==> src/rtl/code_loader_if.sv <==
// Bundle of the byte-stream, instruction-RAM and status signals of the code loader.
// The master side feeds bytes; the slave side (the loader) drives RAM writes and status.
interface code_loader_if;
  logic        start;
  logic [7:0]  rx_data;
  logic        rx_valid;
  logic        rx_ready;
  logic        ram_we;
  logic [12:0] ram_addr;
  logic [31:0] ram_wdata;
  logic        core_hold;
  logic        busy;
  logic        done;
  logic        err;
  logic [2:0]  state_dbg;

  // Handshake: a byte moves on any rising edge where rx_valid && rx_ready; the source
  // may hold rx_valid low for any number of cycles, and rx_ready depends only on state.
  modport master (
    output start, rx_data, rx_valid,
    input  rx_ready, ram_we, ram_addr, ram_wdata, core_hold, busy, done, err, state_dbg
  );

  modport slave (
    input  start, rx_data, rx_valid,
    output rx_ready, ram_we, ram_addr, ram_wdata, core_hold, busy, done, err, state_dbg
  );
endinterface

==> src/rtl/code_loader.sv <==
// Boot loader: receives a length-prefixed, checksummed byte stream and writes it as
// little-endian 32-bit words into instruction RAM while holding the core in reset.
module code_loader (
  input  logic          sys_clk,
  input  logic          sys_res_n,
  code_loader_if.slave  bus
);

  typedef enum logic [2:0] {
    IDLE = 3'd0,
    LEN0 = 3'd1,
    LEN1 = 3'd2,
    DATA = 3'd3,
    CHK  = 3'd4
  } state_t;

  state_t      state_q, state_d;
  logic [7:0]  len_lo_q;
  logic [12:0] last_idx_q;
  logic [12:0] word_idx_q;
  logic [1:0]  byte_cnt_q;
  logic [23:0] asm_q;
  logic [7:0]  csum_q;
  logic        we_q;
  logic [12:0] addr_q;
  logic [31:0] wdata_q;
  logic        hold_q;
  logic        done_q;
  logic        err_q;

  logic        accept;
  logic [15:0] len_word;
  logic [15:0] len_m1;
  logic        len_bad;
  logic        last_byte;
  logic        last_word;
  logic [7:0]  csum_final;

  assign accept     = bus.rx_valid && (state_q != IDLE);
  assign len_word   = {bus.rx_data, len_lo_q};
  assign len_m1     = len_word - 16'd1;
  assign len_bad    = (len_word == 16'd0) || (len_word > 16'd8192);
  assign last_byte  = (byte_cnt_q == 2'd3);
  assign last_word  = (word_idx_q == last_idx_q);
  assign csum_final = csum_q + bus.rx_data;

  always_comb begin
    state_d = state_q;
    unique case (state_q)
      IDLE: if (bus.start) state_d = LEN0;
      LEN0: if (accept) state_d = LEN1;
      LEN1: if (accept) state_d = len_bad ? IDLE : DATA;
      DATA: if (accept && last_byte && last_word) state_d = CHK;
      CHK:  if (accept) state_d = IDLE;
      default: state_d = IDLE;
    endcase
  end

  always_ff @(posedge sys_clk or negedge sys_res_n) begin
    if (!sys_res_n) begin
      state_q <= IDLE;
    end else begin
      state_q <= state_d;
    end
  end

  always_ff @(posedge sys_clk or negedge sys_res_n) begin
    if (!sys_res_n) begin
      len_lo_q   <= '0;
      last_idx_q <= '0;
      word_idx_q <= '0;
      byte_cnt_q <= '0;
      asm_q      <= '0;
      csum_q     <= '0;
      we_q       <= 1'b0;
      addr_q     <= '0;
      wdata_q    <= '0;
      hold_q     <= 1'b0;
      done_q     <= 1'b0;
      err_q      <= 1'b0;
    end else begin
      we_q   <= 1'b0;
      done_q <= 1'b0;
      unique case (state_q)
        IDLE: begin
          if (bus.start) begin
            err_q      <= 1'b0;
            hold_q     <= 1'b1;
            word_idx_q <= '0;
            byte_cnt_q <= '0;
            asm_q      <= '0;
            csum_q     <= '0;
          end
        end
        LEN0: if (accept) len_lo_q <= bus.rx_data;
        LEN1: begin
          if (accept) begin
            if (len_bad) err_q <= 1'b1;
            else         last_idx_q <= len_m1[12:0];
          end
        end
        DATA: begin
          if (accept) begin
            csum_q     <= csum_q + bus.rx_data;
            byte_cnt_q <= byte_cnt_q + 2'd1;
            // Bytes shift in from the top so the first byte ends up in the low lane.
            if (last_byte) begin
              we_q    <= 1'b1;
              addr_q  <= word_idx_q;
              wdata_q <= {bus.rx_data, asm_q};
              if (!last_word) word_idx_q <= word_idx_q + 13'd1;
            end else begin
              asm_q <= {bus.rx_data, asm_q[23:8]};
            end
          end
        end
        CHK: begin
          if (accept) begin
            if (csum_final == 8'h00) begin
              done_q <= 1'b1;
              hold_q <= 1'b0;
              err_q  <= 1'b0;
            end else begin
              err_q <= 1'b1;
            end
          end
        end
        default: ;
      endcase
    end
  end

  assign bus.rx_ready  = (state_q != IDLE);
  assign bus.busy      = (state_q != IDLE);
  assign bus.ram_we    = we_q;
  assign bus.ram_addr  = addr_q;
  assign bus.ram_wdata = wdata_q;
  assign bus.core_hold = hold_q;
  assign bus.done      = done_q;
  assign bus.err       = err_q;
  assign bus.state_dbg = state_q;

endmodule

==> src/flat_wrapper.sv <==
// flat-port wrapper written by rule: the top's interface ports become plain ports
module code_loader_flat 
  (sys_clk, sys_res_n, bus_start, bus_rx_data, bus_rx_valid, bus_rx_ready, bus_ram_we, bus_ram_addr, bus_ram_wdata, bus_core_hold, bus_busy, bus_done, bus_err, bus_state_dbg);
  code_loader_if bus_i ();
  input  logic sys_clk;
  input  logic sys_res_n;
  input wire logic [$bits(bus_i.start)-1:0] bus_start;
  input wire logic [$bits(bus_i.rx_data)-1:0] bus_rx_data;
  input wire logic [$bits(bus_i.rx_valid)-1:0] bus_rx_valid;
  output wire logic [$bits(bus_i.rx_ready)-1:0] bus_rx_ready;
  output wire logic [$bits(bus_i.ram_we)-1:0] bus_ram_we;
  output wire logic [$bits(bus_i.ram_addr)-1:0] bus_ram_addr;
  output wire logic [$bits(bus_i.ram_wdata)-1:0] bus_ram_wdata;
  output wire logic [$bits(bus_i.core_hold)-1:0] bus_core_hold;
  output wire logic [$bits(bus_i.busy)-1:0] bus_busy;
  output wire logic [$bits(bus_i.done)-1:0] bus_done;
  output wire logic [$bits(bus_i.err)-1:0] bus_err;
  output wire logic [$bits(bus_i.state_dbg)-1:0] bus_state_dbg;
  assign bus_i.start = bus_start;
  assign bus_i.rx_data = bus_rx_data;
  assign bus_i.rx_valid = bus_rx_valid;
  assign bus_rx_ready = bus_i.rx_ready;
  assign bus_ram_we = bus_i.ram_we;
  assign bus_ram_addr = bus_i.ram_addr;
  assign bus_ram_wdata = bus_i.ram_wdata;
  assign bus_core_hold = bus_i.core_hold;
  assign bus_busy = bus_i.busy;
  assign bus_done = bus_i.done;
  assign bus_err = bus_i.err;
  assign bus_state_dbg = bus_i.state_dbg;
  code_loader u_core (.sys_clk(sys_clk), .sys_res_n(sys_res_n), .bus(bus_i));
endmodule
==> config.mk <==
export PLATFORM = sky130hd
export DESIGN_NAME = code_loader_flat
export DESIGN_NICKNAME = d
export VERILOG_FILES = /design/src/rtl/code_loader_if.sv /design/src/rtl/code_loader.sv /design/src/flat_wrapper.sv
export SDC_FILE = /design/constraint.sdc
export NUM_CORES = 1
export LEC_CHECK = 0
export ABC_AREA = 1
export ABC_CLOCK_PERIOD_IN_PS = 3350
export CAP_MARGIN = 15
export CORE_UTILIZATION = 48
export CTS_CLUSTER_SIZE = 28
export DETAILED_ROUTE_END_ITERATION = 8
export DONT_BUFFER_PORTS = 1
export HOLD_SLACK_MARGIN = 0.06
export SETUP_SLACK_MARGIN = 0.3
export SYNTH_ARGS = -nofsm -noshare
export SYNTH_HDL_FRONTEND = slang
export SYNTH_SLANG_ARGS = --single-unit
==> constraint.sdc <==
create_clock -name sys_clk -period 3.35 [get_ports sys_clk]
set_input_delay 0.335 -clock sys_clk [delete_from_list [all_inputs] [get_ports sys_clk]]
set_output_delay 0.335 -clock sys_clk [all_outputs]
set_load 0.005 [all_outputs]
==> results.py <==
metrics = {
    "status": {
        "status": "finished with violations",
        "violations": "negative hold slack",
    },
    "clock_network": {
        "postCtsHoldBufs": 3,
        "clkSlewWorstSetupHoldPaths_ns": 0.05,
        "root_buffer": "clkbuf_16",
        "ctsLongestPathBuffers": 2,
        "clock-sinks": 120,
        "htree_num_levels": 4,
        "cts_setup_buffers": 0,
        "clock_latency_ns": 0.42,
        "post_cts_resized": 0,
        "cts_made_buffers": 17,
        "cts_tree": "built",
    },
    "floorplanning": {
        "dieHeight_um": 112.4,
        "pin_count": 66,
        "core_area_um2": 11660,
        "die_area_um2": 12620,
        "die-width_um": 112.4,
        "floorplan.initialDensity": 0.5012,
        "rows": 39,
    },
    "yosys": {
        "synth.avg_cell_area_um2": 8.327,
        "synthesis.instances": 702,
        "yosys_warnings": 0,
        "synth_fp_nets": 726,
        "synthDistinctLibCells": 34,
        "yosysTopAreaCell": "dfrtp_1",
        "synth_top_area_frac": 0.5137,
        "synth-seq-cells": 120,
        "netlist_area_um2": 5846,
        "synth-seq-area-share": 0.5137,
        "synth_area_leaders": "dfrtp_1, nand2_1, o21ai_0",
    },
    "cells_and_area": {
        "stdcell_count": 855,
        "finalNetCount": 725,
        "fill_cells": 1078,
        "area_delta_synth_final_pct": 12.18,
        "final_common_cell": "nand2_1",
        "drive_gt1_frac": 0.08567,
        "final_cell_mix": "nand2_1, dfrtp_1, inv_1",
        "diodes": 0,
    },
    "timing": {
        "min_period_ns": 2.334,
        "hold_viol": 120,
        "finalCritPeriodShare": 0.6967,
        "hold_slack_ns": -0.3857,
        "slew_headroom": 0.5090,
        "clock_skew_ns": 0.008439,
        "rsz0062_at_grt": "no",
        "fmax_mhz": 428.5,
        "finalSetupViolations": 0,
        "drv_slew": 0,
        "tightest_slew_ns": 0.7365,
        "fin_tns_setup_ns": 0,
    },
    "detailed_routing": {
        "vias_per_cell": 5.229,
        "wl_um": 12870,
        "vias": 4471,
        "postRouteAntennaNets": 0,
        "wl_per_cell_um": 15.06,
        "dr.pass1.iters": 5,
        "drc": 0,
        "drt_iter0_drc": 268,
    },
    "global_routing": {
        "globalRouteOverflowTotal": 0,
        "grt_max_degree": 121,
        "grt_pass1_vias": 4371,
        "grt_usage": 0.2264,
        "grt_pass1_wl_um": 21930,
        "antenna_found_initial": 0,
    },
    "placement": {
        "portBuffers": 0,
        "place_hpwl_um": 8873,
        "gp_congestion": 0.8448,
        "placedCellCount": 822,
    },
    "worst_hold_path": {
        "hold_path.class": "in2async",
    },
    "worst_setup_path": {
        "worstSetupStartpointType": "flip-flop",
        "worstPathRequired_ns": 3.69,
        "worst-r2r-cell-count": 8,
        "cp_max_fo": 48,
        "crit_path_end_kind": "flip-flop",
        "crit_type": "reg2reg",
        "arrival_ns": 2.67,
    },
    "power": {
        "ir_drop_uv": 373.6,
        "power_density_nw_per_um2": 772.6,
        "p_leak_nw": 3.141,
    },
    "job": {
        "drv_cap": 0,
    },
}
## power by group
group	leakage, nW	internal [mW]	switching, mW
Sequential	1.62	1.69	0.186
Clock	0.298	1.29	0.619
Combinational	1.22	0.413	0.871
## worst paths after layout
kind | from | endpoint | slack [ns]
hold / removal | sys_res_n | u_core.bus.ram_wdata[3] | -0.39
max in group asynchronous | sys_res_n | u_core.csum_q[5] | 3.59
min in group sys_clk | bus_rx_data[3] | u_core.asm_q[19] | 0.08
setup reg to reg | u_core.bus.state_dbg[2] | u_core.asm_q[12] | 1.02
setup / recovery | u_core.bus.state_dbg[2] | u_core.asm_q[12] | 1.02
hold reg to reg | u_core.csum_q[0] | u_core.csum_q[0] | 0.50
## synth_stat cells (all sizes together)
cell type,count
o21ai,112
fa,1
nor3,13
nor4,1
nand2,171
nand4,9
nand3,53
xor2,19
a22o,5
nor2,51
or2,1
o21a,1
xnor2,4
dfrtp,120
ha,11
a31oi,1
buf,12
a21oi,4
clkbuf,13
nor3b,1
inv,99
## cells by family after synthesis
| group | share of synthesized area |
|---|---|
| DFF | 0.5137 |
| adders and majority gates | 0.02697 |
| xor gates and xnor gates | 0.03446 |
| AOI/OAI and AO/OA | 0.1149 |
| buffers and inverters | 0.08711 |
| and+or+nand+nor | 0.2228 |
## worst max-delay path: stages, from the launching register on
cell and delay (ns):
dfrtp_1 0.46, nor2_4 0.16, nand2_2 0.21, inv_2 0.48, nor2_1 0.14, nor3_4 0.17
buf_4 0.37, nand3_1 0.14, o21ai_0 0.10
## state kept, by name, summed over array words and instances (netlist names), 2 cells and up
name                  flops
u_core.last_idx_q        13
u_core.asm_q             24
u_core.bus.state_dbg      3
u_core.word_idx_q        13
u_core.csum_q             8
u_core.byte_cnt_q         2
u_core.bus.ram_addr      13
u_core.bus.ram_wdata     32
u_core.len_lo_q           8
## per-layer routing
| metal | GRT usage | routed length, um | vias to the layer above |
|---|---|---|---|
| li1 | - | - | 2249 |
| met1 | 0.3070 | 6055 | 2070 |
| met2 | 0.3445 | 5863 | 136 |
| met3 | 0.06156 | 789 | 16 |
| met4 | 0.09511 | 165 | 0 |
| met5 | 0 | 0 | - |
## layout make-up
type                    instances  area [um2]  area share
clock buffers                  22       474.2     0.07231
clock inverters                 8       145.1     0.02213
inverters                      99       371.6     0.05667
multi-input cells             458        2340      0.3568
flip-flops and latches        120        3003      0.4579
well taps                     143       178.9     0.02728
repair buffers                  5       45.04    0.006869
## stage by stage
step	power, mW	area [um2]	worst slack (ns)	utilization
after floorplan	2.926	5846	1.490	-
after global placement	3.126	5908	1.173	0.5066
after detailed placement	3.163	5908	1.037	0.5066
after CTS	5.095	6558	1.008	0.5623
after global routing	5.389	6558	0.7463	0.5623
final	5.066	6558	1.016	0.5623
(Power assumes the default switching activity.)
